--- src/rtl/fsm_stim_arbiter.sv ---
`timescale 1ns/1ps
`default_nettype none
// ============================================================================
// Module   : fsm_stim_arbiter
// Brief    : Round-robin stimulus arbiter (host / BIST) for a shared benchmark
//            FSM, with a per-request hold count and an output-stall watchdog.
// Revision : 1.0  initial release
// ============================================================================
module fsm_stim_arbiter #(
    parameter int XW          = 5,
    parameter int YW          = 25,
    parameter int HOLDW       = 4,
    parameter int STALL_LIMIT = 8,
    parameter int STALLW      = 4
) (
    input  logic              clk,
    input  logic              rst,
    input  logic              req0_valid,
    output logic              req0_ready,
    input  logic [XW-1:0]     req0_x,
    input  logic [HOLDW-1:0]  req0_hold,
    input  logic              req1_valid,
    output logic              req1_ready,
    input  logic [XW-1:0]     req1_x,
    input  logic [HOLDW-1:0]  req1_hold,
    output logic [XW-1:0]     dut_x,
    output logic              dut_apply,
    input  logic [YW-1:0]     dut_y,
    output logic              rsp_valid,
    input  logic              rsp_ready,
    output logic              rsp_id,
    output logic [YW-1:0]     rsp_y,
    output logic              rsp_stall,
    output logic              stall_flag,
    input  logic              stall_clr
);

    typedef enum logic [1:0] {
        ST_IDLE    = 2'd0,
        ST_APPLY   = 2'd1,
        ST_RESPOND = 2'd2,
        ST_LOCKED  = 2'd3
    } state_t;

    state_t              state_q,      state_d;
    logic                last_grant_q, last_grant_d;
    logic                id_q,         id_d;
    logic [XW-1:0]       x_q,          x_d;
    logic [HOLDW-1:0]    hold_cnt_q,   hold_cnt_d;
    logic [STALLW-1:0]   stall_cnt_q,  stall_cnt_d;
    logic [YW-1:0]       prev_y_q,     prev_y_d;
    logic [YW-1:0]       rsp_y_q,      rsp_y_d;
    logic                rsp_stall_q,  rsp_stall_d;
    logic                stall_flag_q, stall_flag_d;

    logic                w_pick1;
    logic [HOLDW-1:0]    w_hold_sel;
    logic [STALLW-1:0]   w_stall_inc;
    logic [STALLW-1:0]   w_stall_nxt;

    // BIST wins only when the host is absent or the host had the last grant.
    assign w_pick1     = req1_valid && (!req0_valid || (last_grant_q == 1'b0));
    assign w_hold_sel  = w_pick1 ? req1_hold : req0_hold;
    assign w_stall_inc = (stall_cnt_q == {STALLW{1'b1}}) ? stall_cnt_q
                                                         : stall_cnt_q + STALLW'(1);
    assign w_stall_nxt = (dut_y == prev_y_q) ? w_stall_inc : '0;

    always_comb begin
        state_d      = state_q;
        last_grant_d = last_grant_q;
        id_d         = id_q;
        x_d          = x_q;
        hold_cnt_d   = hold_cnt_q;
        stall_cnt_d  = stall_cnt_q;
        prev_y_d     = prev_y_q;
        rsp_y_d      = rsp_y_q;
        rsp_stall_d  = rsp_stall_q;
        stall_flag_d = stall_flag_q;
        req0_ready   = 1'b0;
        req1_ready   = 1'b0;
        dut_apply    = 1'b0;
        dut_x        = x_q;
        rsp_valid    = 1'b0;

        case (state_q)
            ST_IDLE: begin
                if (req0_valid || req1_valid) begin
                    req0_ready   = !w_pick1;
                    req1_ready   = w_pick1;
                    id_d         = w_pick1;
                    last_grant_d = w_pick1;
                    x_d          = w_pick1 ? req1_x : req0_x;
                    hold_cnt_d   = (w_hold_sel == '0) ? HOLDW'(1) : w_hold_sel;
                    state_d      = ST_APPLY;
                end
            end
            ST_APPLY: begin
                dut_apply   = 1'b1;
                stall_cnt_d = w_stall_nxt;
                prev_y_d    = dut_y;
                // A watchdog abort outranks a normal end in the same cycle.
                if (w_stall_nxt >= STALLW'(STALL_LIMIT)) begin
                    rsp_y_d      = dut_y;
                    rsp_stall_d  = 1'b1;
                    stall_flag_d = 1'b1;
                    state_d      = ST_RESPOND;
                end else if (hold_cnt_q == HOLDW'(1)) begin
                    rsp_y_d     = dut_y;
                    rsp_stall_d = 1'b0;
                    state_d     = ST_RESPOND;
                end else begin
                    hold_cnt_d = hold_cnt_q - HOLDW'(1);
                end
            end
            ST_RESPOND: begin
                rsp_valid = 1'b1;
                if (rsp_ready) begin
                    state_d = rsp_stall_q ? ST_LOCKED : ST_IDLE;
                end
            end
            ST_LOCKED: begin
                dut_x = '0;
                if (stall_clr) begin
                    stall_flag_d = 1'b0;
                    stall_cnt_d  = '0;
                    prev_y_d     = '0;
                    state_d      = ST_IDLE;
                end
            end
            default: begin
                state_d = ST_IDLE;
            end
        endcase
    end

    always_ff @(posedge clk or posedge rst) begin
        if (rst) begin
            state_q      <= ST_IDLE;
            last_grant_q <= 1'b1;
            id_q         <= 1'b0;
            x_q          <= '0;
            hold_cnt_q   <= '0;
            stall_cnt_q  <= '0;
            prev_y_q     <= '0;
            rsp_y_q      <= '0;
            rsp_stall_q  <= 1'b0;
            stall_flag_q <= 1'b0;
        end else begin
            state_q      <= state_d;
            last_grant_q <= last_grant_d;
            id_q         <= id_d;
            x_q          <= x_d;
            hold_cnt_q   <= hold_cnt_d;
            stall_cnt_q  <= stall_cnt_d;
            prev_y_q     <= prev_y_d;
            rsp_y_q      <= rsp_y_d;
            rsp_stall_q  <= rsp_stall_d;
            stall_flag_q <= stall_flag_d;
        end
    end

    assign rsp_id     = id_q;
    assign rsp_y      = rsp_y_q;
    assign rsp_stall  = rsp_stall_q;
    assign stall_flag = stall_flag_q;

endmodule
`default_nettype wire

--- config.mk ---
export PLATFORM = sky130hd
export DESIGN_NAME = fsm_stim_arbiter
export DESIGN_NICKNAME = d
export VERILOG_FILES = /design/src/rtl/fsm_stim_arbiter.sv
export SDC_FILE = /design/constraint.sdc
export NUM_CORES = 1
export LEC_CHECK = 0
export CAP_MARGIN = 25
export CELL_PAD_IN_SITES_DETAIL_PLACEMENT = 1
export CELL_PAD_IN_SITES_GLOBAL_PLACEMENT = 2
export CORE_MARGIN = 2
export CORE_UTILIZATION = 31
export DETAILED_ROUTE_END_ITERATION = 12
export PLACE_DENSITY_LB_ADDON = 0.15
export SYNTH_ARGS = -nofsm -noshare
export SYNTH_HDL_FRONTEND = slang
export SYNTH_SLANG_ARGS = --single-unit
export TNS_END_PERCENT = 5
--- constraint.sdc ---
create_clock -name clk -period 3.5 [get_ports clk]
set_input_delay 0.875 -clock clk [delete_from_list [all_inputs] [get_ports clk]]
set_output_delay 0.875 -clock clk [all_outputs]
set_load 0.03 [all_outputs]
==> results of run 1 <==
-- cells in the final DEF (no fill, tap or decap), types with 2 or more instances in the layout --
cell type	n
a21oi_1	4
clkbuf_8	10
nor3_1	6
ha_1	3
bufinv_16	2
a22o_1	24
clkinv_2	2
nor4_1	6
inv_1	8
xnor2_1	3
buf_12	3
a311oi_1	2
nand3b_1	2
dfrtp_1	68
xor2_1	22
mux2i_1	9
and2_1	5
buf_4	13
nand3_1	5
mux2_2	25
a31oi_1	4
o21ai_0	8
nor2_1	12
clkdlybuf4s50_1	83
a21o_1	2
nand2_1	16
-- layout make-up --
cell class	count	area (um2)
fillers	1128	5680
flip-flops and latches	69	1730
multi-input cells	176	1360
repair buffers	99	988
well taps	136	170
clock buffers	10	138
clock inverters	6	86.3
inverters	10	37.5
-- sequential cells by signal, summed over array words and instances (netlist names), 2 cells and up --
name / flops
hold_cnt_q: 4
state_q: 2
prev_y_q: 25
x_q: 5
rsp_y: 25
stall_cnt_q: 4
-- worst paths after layout --
| kind | startpoint | endpoint | slack, ns | cells past startpoint |
|---|---|---|---|---|
| max | dut_y[24] | rsp_y[11] | 0.28 | 8 |
| min | x_q[4] | x_q[4] | 0.48 | 2 |
| max reg2reg | prev_y_q[24] | rsp_y[11] | 0.91 | 7 |
| min reg2reg | x_q[4] | x_q[4] | 0.48 | 2 |
| max in group asynchronous | rst | last_grant_q | 2.24 | 3 |
| min in group asynchronous | rst | x_q[3] | 0.94 | 3 |
-- metal layers --
layer / share of wire [%] / GRT usage, % / vias up
met5: 0 / 0 / -
met1: 46 / 21.0 / 1249
met3: 5.5 / 4.08 / 9
li1: - / - / 1155
met4: 1.4 / 5.64 / 0
met2: 48 / 24.6 / 70
-- worst max-delay path, stage by stage --
cell and delay, ns:
clkdlybuf4s50_1 0.46, xor2_1 0.19, nor4_1 0.38, nand4_1 0.16
or4_1 0.60, a21oi_4 0.25, buf_12 0.18, mux2_2 0.34
-- where the power goes --
group / switching [mW] / internal (mW) / leakage, nW
clock network: 0.311 / 0.419 / 0.112
logic: 1.02 / 0.902 / 0.983
registers: 0.245 / 1.17 / 0.830
-- cell families after synthesis --
kind of cell | after synthesis | synth area share (%)
xor+xnor | 25 | 6.84
simple gates | 59 | 9.19
buf+inv | 24 | 3.79
mux | 35 | 12.0
compound gates | 54 | 13.1
flops | 69 | 54.0
fa+ha+maj | 3 | 1.17
==> key figures, run 1 <==
Status
  – Status: completed

Floorplanning
  – I/O pin total: 86
  – Die ar.: 11200 um2
  – Core ar.: 10200 um2
  – Chip height: 106 um
  – Initial Utilization: 31.4%
  – Chip width: 106 um
  – Row Count: 37

Final layout
  – Fin cells: 506
  – Fraction of layout cells with a size suffix above 1: 17.3%
  – Layout Utilization: 44.2%
  – Area growth from synthesis to layout: 40.7%
  – Antenna diodes: 0
  – Final net count: 417
  – Final instance area: 4500 um2

Route
  – DR iter-0 viols: 90
  – # DRC: 0
  – DRT Pass-1 Iters: 6
  – Post-DR vias/cell: 4.91
  – Routed vias: 2483
  – Per-cell routed wire length: 15.9 um
  – Total wire length: 8070 um
  – Routed Antenna Nets: 0

Place
  – Post-DP Area: 4280 um2
  – Setup WS pre-CTS: -0.121 ns
  – Inst Count DP: 490
  – # port buffers: 85
  – HPWL after DPL: 5680 um
  – GPL Wtd Cong: 0.669

Logic synthesis
  – Synth Register Bits: 69
  – Synth async-reset ratio: 100%
  – Mapped Avg Cell Area: 11.9 um2
  – Top post-synthesis cells by area: dfrtp_1, mux2_2, a22o_1
  – Net count after synthesis: 321
  – Post-Syn Area: 3200 um2
  – Cell taking the most area after synthesis: dfrtp_1
  – Yosys top cell area share: 53.2%
  – Gate Count Post-Synth: 269
  – Post-synth EDFFs: 0
  – Sequential fraction of the synthesis area: 54.0%
  – Yosys warning total: 0
  – Most common cell in the netlist: dfrtp_1
  – Most frequent cells after synthesis: dfrtp_1, mux2_2, a22o_1
  – Synth cell types: 43
  – Main synth FF type: dfrtp_1

GRT
  – Gr usage total: 15.7%
  – Largest net degree at the start of global routing: 70
  – Number of global-route vias before repair: 2647
  – Total grt overflow: 0
  – Initial antenna violation count: 0
  – First-pass GRT wire length: 13800 um

Pwr
  – Leak: 1.93 nW
  – Maximum VDD drop: 346 uV
  – Pwr Total: 4.07 mW
  – PwrDens: 904 nW/um2

Hold path
  – Worst hold path class: flip-flop to flip-flop

STA
  – Rel. slew slack: 58.8%
  – Final Cycle Share: 91.9%
  – Final setup TNS: 0 ns
  – Tmin final: 3.22 ns
  – Slew at the pin closest to its max-slew limit: 0.613 ns
  – Layout Skew: 0.00832 ns
  – Max Slew Vio Count: 0
  – Setup WS post-layout: 0.284 ns
  – Hold WS: 0.481 ns
  – Final Hold Viols: 0
  – # setup viols final: 0
  – RSZ-0062 raised after global routing: false
  – Max Clock Freq: 0.311 GHz

Clocking
  – Resized cells post-CTS: 0
  – # hold bufs at CTS: 0
  – Root buf cell: clkbuf_8
  – H-tree levels: 3
  – Sink Count: 69
  – Bufs on Longest Clock Path: 2
  – CTS tree: yes
  – Postcts setup bufs: 0
  – CTS Buf Count: 9
  – Clk Latency, worst-skew pair: 0.35 ns
  – Clock slew at reported path FFs: 0.07 ns

Worst setup path
  – Req. time, crit path: 3.73 ns
  – Startpoint types: input pin
  – Crit. End Element: flip-flop
  – Max Fanout on Critical Path: 17
  – Critical path class: input pin to flip-flop
  – CP arrival: 3.45 ns

Flow run
  – Max-Cap Viols: 0
No activity file was read; power rests on OpenSTA's default activity.
==> run 2, diff against run 1 <==
--- a/config.mk
+++ b/config.mk
@@ -9,7 +9,7 @@
 export CELL_PAD_IN_SITES_DETAIL_PLACEMENT = 1
 export CELL_PAD_IN_SITES_GLOBAL_PLACEMENT = 2
 export CORE_MARGIN = 2
-export CORE_UTILIZATION = 31
+export CORE_UTILIZATION = 33
 export DETAILED_ROUTE_END_ITERATION = 12
 export PLACE_DENSITY_LB_ADDON = 0.15
 export SYNTH_ARGS = -nofsm -noshare
==> constraint.sdc (replaced) <==
create_clock -name clk -period 3.9 [get_ports clk]
set_input_delay 0.975 -clock clk [delete_from_list [all_inputs] [get_ports clk]]
set_output_delay 0.975 -clock clk [all_outputs]
set_load 0.03 [all_outputs]
==> key figures, run 2 (synthesis gave the netlist of run 1 again) <==
STA
  – Rel. slew slack: 50.8%
  – RSZ-0062 raised after global routing: false
  – # setup viols final: 0
  – Hold WS: 0.478 ns
  – Layout Skew: 0.0106 ns
  – Final setup TNS: 0 ns
  – Tmin final: 3.33 ns
  – Final Hold Viols: 0
  – Max Clock Freq: 0.301 GHz
  – Slew at the pin closest to its max-slew limit: 0.737 ns
  – Max Slew Vio Count: 0
  – Final Cycle Share: 85.3%

Hold path
  – Worst hold path class: flip-flop to flip-flop

Worst setup path
  – Critical R2R Launch: prev_y_q[0]
  – Critical Path Slowest Stage Cell: or4_1
  – Crit. End Element: flip-flop
  – Startpoint types: input pin
  – Worst path depth: 8
  – Critical path class: input pin to flip-flop
  – Crit. Startpoint: dut_y[11]
  – Reg-to-reg setup timing slack: 1.28 ns
  – Cell family with most CP delay: simple AND/OR/NAND/NOR gates
  – CP arrival: 3.55 ns
  – Max Fanout on Critical Path: 20
  – Req. time, crit path: 4.12 ns
  – R2r endpoint: rsp_y[8]
  – Max incr delay on CP: 0.62 ns
  – Crit path to: rsp_y[8]
  – Worst Path Buf+Inv: 2
  – Critical path cell sequence: clkdlybuf4s50_1 -> xor2_1 -> nor4_1 -> nand4_1 -> or4_1 -> a21oi_4 -> buf_12 -> mux2_2
  – Worst R2R Path Depth: 7

Final layout
  – Commonest non-fill, non-tap cells in the layout: clkdlybuf4s50_1, dfrtp_1, mux2_2
  – Antenna diodes: 0
  – Layout Utilization: 47.6%
  – Area growth from synthesis to layout: 38.7%
  – Leading cell type in the layout, fill and taps excluded: clkdlybuf4s50_1
  – Final net count: 413
  – Fraction of layout cells with a size suffix above 1: 16.1%

Floorplanning
  – Chip width: 102 um
  – Die ar.: 10500 um2
  – I/O pin total: 86
  – Chip height: 102 um
  – Initial Utilization: 34.3%
  – Row Count: 35
  – Core ar.: 9330 um2

GRT
  – Total grt overflow: 0
  – Largest net degree at the start of global routing: 34
  – Gr usage total: 16.7%
  – First-pass GRT wire length: 13400 um
  – Number of global-route vias before repair: 2720
  – Initial antenna violation count: 0

Route
  – DRT Pass-1 Iters: 4
  – Top Metal Used: met4
  – Routed vias: 2428
  – Post-DR vias/cell: 4.91
  – Routed Antenna Nets: 0
  – Total wire length: 8070 um
  – DR WL met3: 267 um
  – DR iter-0 viols: 52
  – Per-cell routed wire length: 16.3 um
  – WL met1: 3780 um
  – Met2 WL post-DR: 3910 um
  – # DRC: 0

Status
  – Status: completed

Clocking
  – Postcts setup bufs: 0
  – H-tree levels: 3
  – Bufs on Longest Clock Path: 2
  – Clk Latency, worst-skew pair: 0.34 ns
  – Sink Count: 69
  – Clock slew at reported path FFs: 0.08 ns
  – # hold bufs at CTS: 0
  – CTS Buf Count: 9
  – Resized cells post-CTS: 0
  – CTS tree: yes
  – Root buf cell: clkbuf_8

Pwr
  – PwrDens: 822 nW/um2
  – Maximum VDD drop: 385 uV
  – Leak: 1.89 nW

Place
  – # port buffers: 85
  – HPWL after DPL: 5860 um
  – GPL Wtd Cong: 0.690

Flow run
  – Max-Cap Viols: 0
==> run 2: changes by cell type in the layout (fill, tap and decap cells not counted), sizes merged <==
cell	previous run	this run
clkinv	4	2
buf	16	12
clkinvlp	1	2
clkbuf	10	11
==> run 2: metal layers <==
layer | track usage, % | vias to the layer above
met2 | 26.4 | 45
met3 | 3.35 | 10
met5 | 0 | -
li1 | - | 1148
met1 | 22.5 | 1225
met4 | 6.46 | 0
==> run 2: metrics by stage <==
step                      cells  instance area (um2)  setup WS, ns  power (mW)
after CTS                   495                 4440         0.521        3.71
after global routing        495                 4440         0.354        3.89
after global placement      479                 4220         0.208        2.99
final                       495                 4440         0.573        3.65
after floorplan             269                 3200         0.312        2.36
after detailed placement    479                 4220         0.178        3.02
==> run 2: worst register-to-register path, cell delays in order (launching register included) <==
cell,delay [ns]
dfrtp_1,0.40
xor2_1,0.18
nor4_1,0.36
nand4_1,0.18
or4_1,0.62
a21oi_4,0.22
buf_12,0.19
mux2_2,0.36
==> run 2: layout make-up <==
class	count	area [um2]
inverters	10	37.5
multi-input cells	176	1360
clock buffers	11	141
well taps	129	161
clock inverters	5	83.8
flip-flops and latches	69	1730
repair buffers	95	933
fillers	1026	4890
==> run 2: worst min path at each step <==
stage | depth (start not counted) | start | slack (ns) | endpoint
floorplan | 2 | x_q[0] | 0.44 | x_q[0]
global placement | 2 | x_q[1] | 0.46 | x_q[1]
detailed placement | 2 | x_q[1] | 0.47 | x_q[1]
CTS | 2 | x_q[1] | 0.48 | x_q[1]
global route | 1 | rsp_id | 0.52 | rsp_id
finish | 2 | x_q[1] | 0.48 | x_q[1]
==> run 2: where the power goes <==
part / internal (mW) / total, mW / switching (mW)
clock network: 0.379 / 0.663 / 0.284
logic: 0.806 / 1.71 / 0.906
registers: 1.05 / 1.28 / 0.223
==> run 3, diff against run 2 <==
--- a/config.mk
+++ b/config.mk
@@ -11,6 +11,7 @@
 export CORE_MARGIN = 2
 export CORE_UTILIZATION = 33
 export DETAILED_ROUTE_END_ITERATION = 12
+export GPL_TIMING_DRIVEN = 0
 export PLACE_DENSITY_LB_ADDON = 0.15
 export SYNTH_ARGS = -nofsm -noshare
 export SYNTH_HDL_FRONTEND = slang
==> key figures, run 3 (synthesis gave the netlist of run 1 again) <==
Hold path
  – Worst hold path class: flip-flop to flip-flop

Worst setup path
  – Req. time, crit path: 2.92 ns
  – Max Fanout on Critical Path: 10
  – Critical path class: input pin to primary output
  – Startpoint types: input pin
  – CP arrival: 2.76 ns
  – Crit. End Element: primary output

STA
  – Max Clock Freq: 0.268 GHz
  – Final Cycle Share: 95.8%
  – Slew at the pin closest to its max-slew limit: 0.682 ns
  – Final setup TNS: 0 ns
  – Max Slew Vio Count: 0
  – RSZ-0062 raised after global routing: false
  – Rel. slew slack: 54.5%
  – # setup viols final: 0
  – Layout Skew: 0.00893 ns
  – Tmin final: 3.74 ns
  – Final Hold Viols: 0
  – Hold WS: 0.472 ns

GRT
  – Initial antenna violation count: 0
  – First-pass GRT wire length: 13600 um
  – Gr usage total: 17.1%
  – Number of global-route vias before repair: 2591
  – Largest net degree at the start of global routing: 47
  – Total grt overflow: 0

Pwr
  – Clk pwr share: 17.9%
  – Sw power: 1.44 mW
  – Maximum VDD drop: 309 uV
  – Sequential share of power: 34.1%
  – PwrDens: 821 nW/um2
  – Pint: 2.23 mW
  – Switching share of power: 39.3%
  – Logic pwr share: 48.0%
  – Leak: 1.90 nW

Final layout
  – Fin cells: 500
  – Fraction of layout cells with a size suffix above 1: 15.1%
  – Area growth from synthesis to layout: 39.7%
  – Final net count: 418
  – Antenna diodes: 0
  – Commonest non-fill, non-tap cells in the layout: clkdlybuf4s50_1, dfrtp_1, mux2_2
  – Leading cell type in the layout, fill and taps excluded: clkdlybuf4s50_1
  – Layout Utilization: 47.9%

Clocking
  – H-tree levels: 3
  – Bufs on Longest Clock Path: 2
  – # hold bufs at CTS: 0
  – Clock slew at reported path FFs: 0.07 ns
  – Clk Latency, worst-skew pair: 0.35 ns
  – CTS tree: yes
  – CTS Buf Count: 9
  – Postcts setup bufs: 0
  – Sink Count: 69
  – Root buf cell: clkbuf_8

Route
  – Routed Antenna Nets: 0
  – DRT Pass-1 Iters: 4
  – Routed vias: 2436
  – # DRC: 0
  – Total wire length: 8370 um
  – DR iter-0 viols: 76
  – Per-cell routed wire length: 16.7 um
  – Post-DR vias/cell: 4.87

Floorplanning
  – Chip width: 102 um
  – Row Count: 35
  – Die ar.: 10500 um2
  – Core ar.: 9330 um2
  – Chip height: 102 um
  – Initial Utilization: 34.3%
  – I/O pin total: 86

Status
  – Status: completed

Flow run
  – Max-Cap Viols: 0

Place
  – Inst Count DP: 484
  – HPWL after DPL: 5960 um
  – GPL Wtd Cong: 0.798
  – # port buffers: 85
==> run 3: repair_timing <==
action | in CTS | in global routing
setup endpoints to repair | 2 | 2
endpoints found under the hold margin | 0 | 0
resized for setup | 6 | 3
pin swaps | 0 | 0
==> run 3: path summary, 6_finish.rpt <==
path / from / slack [ns] / endpoint / cells after the start
worst max-delay path: req1_valid / 0.16 / req1_ready / 5
worst max register to register: prev_y_q[0] / 0.87 / rsp_y[1] / 8
worst min-delay path: x_q[1] / 0.47 / x_q[1] / 2
worst min register to register: x_q[1] / 0.47 / x_q[1] / 2
min in group asynchronous: rst / 0.94 / x_q[4] / 2
max in group asynchronous: rst / 2.42 / rsp_y[20] / 3
==> run 3: power by group through the flow <==
| stage | logic [mW] | registers, mW | clock network [mW] |
|---|---|---|---|
| floorplan | 0.853 | 1.51 | 0 |
| global placement | 1.75 | 1.25 | 0 |
| detailed placement | 1.77 | 1.26 | 0 |
| CTS | 1.79 | 1.25 | 0.679 |
| global route | 1.90 | 1.30 | 0.711 |
| finish | 1.76 | 1.25 | 0.658 |
==> run 3: area by class of cell <==
| type | count | area, um2 |
|---|---|---|
| Buffer | 14 | 88.8 |
| Clock buffer | 10 | 138 |
| Clock inverter | 6 | 86.3 |
| Fill cell | 1012 | 4860 |
| Inverter | 10 | 40.0 |
| Multi-Input combinational cell | 176 | 1360 |
| Sequential cell | 69 | 1730 |
| Tap cell | 129 | 161 |
| Timing Repair Buffer | 86 | 872 |
==> run 3: metal layers <==
layer / GRT usage (%) / vias to the layer above / wire length [um]
li1: - / 1153 / -
met1: 22.4 / 1232 / 3850
met2: 27.5 / 47 / 4080
met3: 5.81 / 4 / 384
met4: 4.00 / 0 / 57
met5: 0 / - / 0
==> run 3: critical path, stage by stage <==
cell and delay, ns:
clkdlybuf4s50_1 0.47, a21boi_1 0.29, clkbuf_4 0.31, nor3b_2 0.27
dlygate4sd2_1 0.43
==> run 3: per-stage QoR <==
stage                     cell area, um2  total power [mW]  setup slack, ns
final                               4470              3.67            0.165
after global placement              4210              2.99           -0.678
after CTS                           4470              3.72           0.0108
after floorplan                     3200              2.36            0.312
after detailed placement            4240              3.04           -0.685
after global routing                4470              3.91           0.0453
